File: config.mk
export PLATFORM = sky130hd
export DESIGN_NAME = perceptron_train_ctrl
export DESIGN_NICKNAME = d
export VERILOG_FILES = /design/src/rtl/perceptron_train_ctrl_pkg.sv /design/src/rtl/perceptron_train_ctrl_sample_epoch_counter.sv /design/src/rtl/perceptron_train_ctrl.sv
export SDC_FILE = /design/constraint.sdc
export NUM_CORES = 1
export LEC_CHECK = 0
export ABC_AREA = 1
export CORE_ASPECT_RATIO = 1.2
export CORE_MARGIN = 2
export CORE_UTILIZATION = 47
export CTS_CLUSTER_DIAMETER = 50
export DETAILED_ROUTE_END_ITERATION = 6
export PLACE_DENSITY = 0.84
export SYNTH_ARGS = -nofsm -noshare
export SYNTH_HDL_FRONTEND = slang
export SYNTH_SLANG_ARGS = --single-unit
File: constraint.sdc
create_clock -name clk -period 3.34 [get_ports clk]
set_clock_uncertainty 0.1 [all_clocks]
set_input_delay 0.501 -clock clk [delete_from_list [all_inputs] [get_ports clk]]
set_output_delay 0.501 -clock clk [all_outputs]
set_load 0.05 [all_outputs]
File: src/rtl/perceptron_train_ctrl_pkg.sv
// Shared types and select encodings for the perceptron training controller.
package perceptron_train_ctrl_pkg;

    typedef enum logic [3:0] {
        ST_IDLE,
        ST_INIT,
        ST_FETCH,
        ST_MAC1,
        ST_MAC2,
        ST_CHECK,
        ST_ALPHAT,
        ST_UPD_W1,
        ST_UPD_W2,
        ST_UPD_B,
        ST_EPOCH_END,
        ST_DONE
    } state_t;

    // Multiplier operand 1
    localparam logic [1:0] SEL1_W1     = 2'b00;
    localparam logic [1:0] SEL1_W2     = 2'b01;
    localparam logic [1:0] SEL1_T      = 2'b10;
    localparam logic [1:0] SEL1_ALPHAT = 2'b11;

    // Multiplier operand 2
    localparam logic [1:0] SEL2_ALPHA  = 2'b00;
    localparam logic [1:0] SEL2_X1     = 2'b01;
    localparam logic [1:0] SEL2_X2     = 2'b10;
    localparam logic [1:0] SEL2_ZERO   = 2'b11;

    // Adder operand 1
    localparam logic [1:0] ADD1_YIN    = 2'b00;
    localparam logic [1:0] ADD1_B      = 2'b01;
    localparam logic [1:0] ADD1_W1     = 2'b10;
    localparam logic [1:0] ADD1_W2     = 2'b11;

    // Adder operand 2
    localparam logic       ADD2_ALPHAT = 1'b0;
    localparam logic       ADD2_MULT   = 1'b1;

endpackage

File: src/rtl/perceptron_train_ctrl_sample_epoch_counter.sv
// Sample address and epoch index registers with clear/increment and terminal flags.
module sample_epoch_counter #(
    parameter int unsigned NUM_SAMPLES = 4,
    parameter int unsigned MAX_EPOCHS  = 16,
    parameter int unsigned ADDR_W      = 2
) (
    input  logic              clk,
    input  logic              rst,
    input  logic              clr_addr_i,
    input  logic              inc_addr_i,
    input  logic              clr_epoch_i,
    input  logic              inc_epoch_i,
    output logic [ADDR_W-1:0] addr_o,
    output logic [7:0]        epoch_o,
    output logic              last_smp_c,
    output logic              last_epoch_c
);

    logic [ADDR_W-1:0] addr_q, addr_d;
    logic [7:0]        epoch_q, epoch_d;

    // Clear wins over increment so an epoch restart always lands on sample 0
    always_comb begin
        addr_d  = addr_q;
        epoch_d = epoch_q;
        if (clr_addr_i)       addr_d  = '0;
        else if (inc_addr_i)  addr_d  = addr_q + ADDR_W'(1);
        if (clr_epoch_i)      epoch_d = '0;
        else if (inc_epoch_i) epoch_d = epoch_q + 8'(1);
    end

    always_ff @(posedge clk or negedge rst) begin
        if (!rst) begin
            addr_q  <= '0;
            epoch_q <= '0;
        end else begin
            addr_q  <= addr_d;
            epoch_q <= epoch_d;
        end
    end

    assign addr_o       = addr_q;
    assign epoch_o      = epoch_q;
    assign last_smp_c   = (addr_q == ADDR_W'(NUM_SAMPLES - 1));
    assign last_epoch_c = (epoch_q == 8'(MAX_EPOCHS - 1));

endmodule

File: src/rtl/perceptron_train_ctrl.sv
// Sequencer for the two-input perceptron training datapath: fetch, net input, conditional update.
module perceptron_train_ctrl
    import perceptron_train_ctrl_pkg::*;
#(
    parameter int unsigned NUM_SAMPLES = 4,
    parameter int unsigned MAX_EPOCHS  = 16,
    parameter int unsigned ADDR_W      = (NUM_SAMPLES > 1) ? $clog2(NUM_SAMPLES) : 1
) (
    input  logic              clk,
    input  logic              rst,
    input  logic              start,
    input  logic              smpValid,
    input  logic              compare,
    input  logic              flag,
    output logic              smpReq,
    output logic [ADDR_W-1:0] smpAddr,
    output logic              busy,
    output logic              done,
    output logic              converged,
    output logic [7:0]        epoch,
    output logic              InitYin,
    output logic              InitW1,
    output logic              InitW2,
    output logic              InitB,
    output logic              InitFlag,
    output logic              InitAlpha,
    output logic              LdX1,
    output logic              LdX2,
    output logic              LdT,
    output logic              LdYin,
    output logic              LdFlag,
    output logic              LdAlphaT,
    output logic              LdW1,
    output logic              LdW2,
    output logic              LdB,
    output logic              Select2,
    output logic [1:0]        Select1,
    output logic [1:0]        Sel1,
    output logic [1:0]        Sel2
);

    state_t state_q, state_d;
    logic   converged_q, converged_d;
    logic   clr_addr, inc_addr, clr_epoch, inc_epoch;
    logic   last_smp, last_epoch;

    sample_epoch_counter #(
        .NUM_SAMPLES (NUM_SAMPLES),
        .MAX_EPOCHS  (MAX_EPOCHS),
        .ADDR_W      (ADDR_W)
    ) u_cnt (
        .clk          (clk),
        .rst          (rst),
        .clr_addr_i   (clr_addr),
        .inc_addr_i   (inc_addr),
        .clr_epoch_i  (clr_epoch),
        .inc_epoch_i  (inc_epoch),
        .addr_o       (smpAddr),
        .epoch_o      (epoch),
        .last_smp_c   (last_smp),
        .last_epoch_c (last_epoch)
    );

    always_ff @(posedge clk or negedge rst) begin
        if (!rst) begin
            state_q     <= ST_IDLE;
            converged_q <= 1'b0;
        end else begin
            state_q     <= state_d;
            converged_q <= converged_d;
        end
    end

    // Next state and Moore controls; only the FETCH loads depend on smpValid
    always_comb begin
        state_d     = state_q;
        converged_d = converged_q;
        clr_addr    = 1'b0;
        inc_addr    = 1'b0;
        clr_epoch   = 1'b0;
        inc_epoch   = 1'b0;
        smpReq      = 1'b0;
        InitYin     = 1'b0;
        InitW1      = 1'b0;
        InitW2      = 1'b0;
        InitB       = 1'b0;
        InitFlag    = 1'b0;
        InitAlpha   = 1'b0;
        LdX1        = 1'b0;
        LdX2        = 1'b0;
        LdT         = 1'b0;
        LdYin       = 1'b0;
        LdFlag      = 1'b0;
        LdAlphaT    = 1'b0;
        LdW1        = 1'b0;
        LdW2        = 1'b0;
        LdB         = 1'b0;
        Select2     = 1'b0;
        Select1     = 2'b00;
        Sel1        = 2'b00;
        Sel2        = 2'b00;

        unique case (state_q)
            ST_IDLE: begin
                if (start) begin
                    state_d     = ST_INIT;
                    converged_d = 1'b0;
                end
            end
            ST_INIT: begin
                InitW1    = 1'b1;
                InitW2    = 1'b1;
                InitB     = 1'b1;
                InitYin   = 1'b1;
                InitFlag  = 1'b1;
                InitAlpha = 1'b1;
                clr_addr  = 1'b1;
                clr_epoch = 1'b1;
                state_d   = ST_FETCH;
            end
            ST_FETCH: begin
                smpReq = 1'b1;
                if (smpValid) begin
                    LdX1    = 1'b1;
                    LdX2    = 1'b1;
                    LdT     = 1'b1;
                    state_d = ST_MAC1;
                end
            end
            ST_MAC1: begin
                Sel1    = SEL1_W1;
                Sel2    = SEL2_X1;
                Select1 = ADD1_B;
                Select2 = ADD2_MULT;
                LdYin   = 1'b1;
                state_d = ST_MAC2;
            end
            ST_MAC2: begin
                Sel1    = SEL1_W2;
                Sel2    = SEL2_X2;
                Select1 = ADD1_YIN;
                Select2 = ADD2_MULT;
                LdYin   = 1'b1;
                state_d = ST_CHECK;
            end
            ST_CHECK: begin
                if (compare) begin
                    state_d = ST_ALPHAT;
                end else if (last_smp) begin
                    state_d = ST_EPOCH_END;
                end else begin
                    inc_addr = 1'b1;
                    state_d  = ST_FETCH;
                end
            end
            ST_ALPHAT: begin
                Sel1     = SEL1_T;
                Sel2     = SEL2_ALPHA;
                LdAlphaT = 1'b1;
                state_d  = ST_UPD_W1;
            end
            ST_UPD_W1: begin
                Sel1    = SEL1_ALPHAT;
                Sel2    = SEL2_X1;
                Select1 = ADD1_W1;
                Select2 = ADD2_MULT;
                LdW1    = 1'b1;
                state_d = ST_UPD_W2;
            end
            ST_UPD_W2: begin
                Sel1    = SEL1_ALPHAT;
                Sel2    = SEL2_X2;
                Select1 = ADD1_W2;
                Select2 = ADD2_MULT;
                LdW2    = 1'b1;
                state_d = ST_UPD_B;
            end
            ST_UPD_B: begin
                Select1 = ADD1_B;
                Select2 = ADD2_ALPHAT;
                LdB     = 1'b1;
                LdFlag  = 1'b1;
                if (last_smp) begin
                    state_d = ST_EPOCH_END;
                end else begin
                    inc_addr = 1'b1;
                    state_d  = ST_FETCH;
                end
            end
            ST_EPOCH_END: begin
                if (!flag) begin
                    converged_d = 1'b1;
                    state_d     = ST_DONE;
                end else if (last_epoch) begin
                    converged_d = 1'b0;
                    state_d     = ST_DONE;
                end else begin
                    InitFlag  = 1'b1;
                    inc_epoch = 1'b1;
                    clr_addr  = 1'b1;
                    state_d   = ST_FETCH;
                end
            end
            ST_DONE: begin
                if (start) begin
                    state_d     = ST_INIT;
                    converged_d = 1'b0;
                end
            end
            default: state_d = ST_IDLE;
        endcase
    end

    assign busy      = (state_q != ST_IDLE) && (state_q != ST_DONE);
    assign done      = (state_q == ST_DONE);
    assign converged = converged_q;

endmodule

==> results of run 1 <==
[worst max-delay path, cell delays in order, from the launching register on]
cell and delay [ns]:
dfrtp_1 0.43, nor2_2 0.21, inv_1 0.10, nor2_4 0.23, inv_2 0.11, nand2_4 0.15
clkdlybuf4s50_1 0.82
[metal layers]
metal / part of all wire (%) / vias up
met1: 39 / 540
met3: 5.2 / 11
met5: 0 / -
met4: 3.1 / 0
met2: 52 / 52
li1: - / 604
[area by class of cell]
type,count,area (um2)
multi-input cells,123,590.6
flip-flops and latches,15,375.4
inverters,30,116.4
fillers,220,724.4
well taps,31,38.79
clock buffers,4,26.28
repair buffers,41,410.4
[logic make-up after synthesis]
kind of cell | Yosys count | synth area share, %
AND/OR/NAND/NOR | 105 | 40.46
buffers and inverters | 37 | 14.88
flip-flops | 15 | 33.08
AO/OA/AOI/OAI | 12 | 6.284
XOR/XNOR | 4 | 3.087
adder cells (fa/ha/maj) | 2 | 2.205
[per-stage QoR]
stage	hold WS [ns]	cell area, um2	util [%]
finish	0.3778	1558	68.26
global placement	0.3565	1531	67.11
detailed placement	0.3629	1531	67.11
CTS	0.3823	1558	68.26
global route	0.4097	1558	68.26
floorplan	0.1054	1135	-
[flip-flops by register name (all words and copies together), names as in the netlist]
name	cells
u_cnt.addr_o	2
u_cnt.epoch_o	8
state_q	4
converged	1
[worst max path at each step]
stage / start / endpoint / slack [ns] / depth (start not counted)
final: state_q[2] / InitFlag / 0.39 / 6
after detailed placement: flag / InitFlag / 0.63 / 4
after global placement: flag / InitFlag / 0.67 / 4
after floorplan: state_q[3] / Sel1[1] / 0.94 / 7
after global routing: u_cnt.epoch_o[1] / InitFlag / 0.28 / 7
after CTS: u_cnt.epoch_o[0] / InitFlag / 0.40 / 7
[cell usage in the layout (no fill, tap or decap)]
| cell type | netlist | layout |
|---|---|---|
| a21oi_1 | 3 | 3 |
| clkbuf_1 | 0 | 1 |
| clkbuf_4 | 0 | 3 |
| clkdlybuf4s50_1 | 0 | 41 |
| clkinv_2 | 1 | 1 |
| dfrtp_1 | 15 | 15 |
| ha_1 | 2 | 2 |
| inv_1 | 26 | 26 |
| inv_2 | 2 | 2 |
| inv_4 | 1 | 1 |
| nand2_1 | 62 | 62 |
| nand2_2 | 2 | 2 |
| nand2_4 | 1 | 1 |
| nand3_1 | 14 | 14 |
| nand3_2 | 1 | 1 |
| nand3b_1 | 1 | 1 |
| nand4_1 | 2 | 2 |
| nor2_1 | 16 | 16 |
| nor2_2 | 5 | 5 |
| nor2_4 | 1 | 1 |
| o211ai_1 | 1 | 1 |
| o21ai_0 | 4 | 4 |
| o21ai_1 | 1 | 1 |
| o21bai_1 | 2 | 2 |
| o2bb2ai_1 | 1 | 1 |
| xor2_1 | 4 | 4 |
[power by group]
part	leakage, uW	total, uW	internal, uW	switching [uW]
Clock	0.0000150	106	46.6	58.9
Combinational	0.000616	1120	330	790
Sequential	0.000204	265	219	46.2
Total	0.000835	1490	595	895
==> impl_metrics.csv, run 1 <==
group,metric,value,unit
logic_synthesis,ys_ff_latch,15,
critical_path,r2r-end,"u_cnt.epoch_o[2]",
logic_synthesis,synth_top_cell_by_area,"dfrtp_1",
critical_path,r2r_cells,8,
floorplanning,coreArea,0.002282,mm2
floorplanning,num_rows,19,
timing,hold_viol_final,0,
routing,num_vias,1207,
logic_synthesis,yosys_warnings,0,
clocking,cts_max_path_buffers,2,
clocking,cts_tree,"built",
global_routing,top_usage_layer,"met2",
global_routing,met1_usage,20.17,%
timing,setup_viol,0,
final_layout,drive_gt1_share,7.981,%
global_routing,grt_pass1_wl,4533,um
final_layout,syn_to_final_growth,37.27,%
global_routing,use_met2,40.12,%
critical_path,r2r_setup_slack,1.72,ns
run,cap_violations,0,
floorplanning,die_y,57.83,um
critical_path,crit_arrival,2.35,ns
placement,place_hpwl,2232,um
routing,drt_iter0_markers,33,
clocking,htreeDepth,1,
clocking,clockRootBuffer,"clkbuf_4",
critical_path,reg2reg_from,"state_q[2]",
clocking,clkLatencyLatePin,0.29,ns
logic_synthesis,synthTopCellsByArea,"dfrtp_1, nand2_1, inv_1",
final_layout,finalNetCount,222,
timing,fin_ws,0.3916,ns
final_layout,antenna-diode-count,0,
routing,drc,0,
placement,post-place-ws,0.6340,ns
min_path,min_from,"converged",
logic_synthesis,yosys.cell_count.top_type,"nand2_1",
logic_synthesis,netlist_instances,175,
timing,period_minus_slack,2.948,ns
final_layout,final_cells,244,
routing,drt_first_pass_iters,4,
logic_synthesis,synth_commonest_cells,"nand2_1, inv_1, nor2_1",
timing,tns,0,ns
logic_synthesis,synth_edf_count,0,
min_path,hold_path_end,"converged",
routing,viasPerCell,4.947,
routing,ant_nets,0,
logic_synthesis,synth_flop_cell,"dfrtp_1",
critical_path,path_max_fanout,10,
global_routing,grt_overflow_total,0,
logic_synthesis,synth_top_area_share,33.08,%
clocking,cts_hold_buffers,0,
global_routing,grt_start_max_net_pins,16,
floorplanning,dieArea,0.002825,mm2
clocking,clock_sinks,15,
pwr,ir_worst_vdd,0.6358,mV
global_routing,grtUsageMet3,2.577,%
pwr,p_total,1491,uW
critical_path,cp-end-kind,"output pin",
placement,place.gp.congestion,0.8933,
clocking,clkTransAtPathRegs,0.09,ns
timing,drv_slew,0,
pwr,power.leakage,0.0008349,uW
logic_synthesis,synth_fp_nets,183,
pwr,power_density,956.8,mW/mm2
global_routing,grt_pass1_vias,1146,
critical_path,crit_required,2.74,ns
min_path,hp-class,"register to register",
placement,placed_cells,240,
run_status,outcome,"complete, no violations",
clocking,cts_inserted_buffers,3,
logic_synthesis,syn_avg_cell_area,6.485,um2
timing,min_period_over_period,88.28,%
routing,detail_route.wirelength,2736,um
logic_synthesis,ys_async_sr_fraction,100.0,%
logic_synthesis,ys_types,24,
global_routing,grt_usage,20.58,%
floorplanning,pin_count,42,
routing,wl_per_cell,11.21,um
timing,max_freq,339.2,MHz
placement,port_buffers,41,
timing,slew_headroom,55.69,%
floorplanning,die_w,48.86,um
critical_path,crit_type,"register to output pin",
clocking,postCtsSetupBuffers,0,
floorplanning,start_util,49.73,%
global_routing,antenna_found_initial,0,
min_path,worstHoldPathCells,2,
logic_synthesis,ys_seq_area_share,33.08,%
critical_path,start_kind,"register",
clocking,ctsResizeCount,0,
timing,tightest_slew,0.6625,ns
logic_synthesis,synth_area,0.001135,mm2
timing,rsz0062_at_grt,"no",
Note: power is estimated with default switching activity, not from simulation.
==> inputs of run 2 (changes only) <==
--- a/config.mk
+++ b/config.mk
@@ -11,6 +11,7 @@
 export CORE_UTILIZATION = 47
 export CTS_CLUSTER_DIAMETER = 50
 export DETAILED_ROUTE_END_ITERATION = 6
+export HOLD_SLACK_MARGIN = 0.05
 export PLACE_DENSITY = 0.84
 export SYNTH_ARGS = -nofsm -noshare
 export SYNTH_HDL_FRONTEND = slang
==> results of run 2 <==
Same layout as run 1: the final DEF is identical, and so are final timing and power.
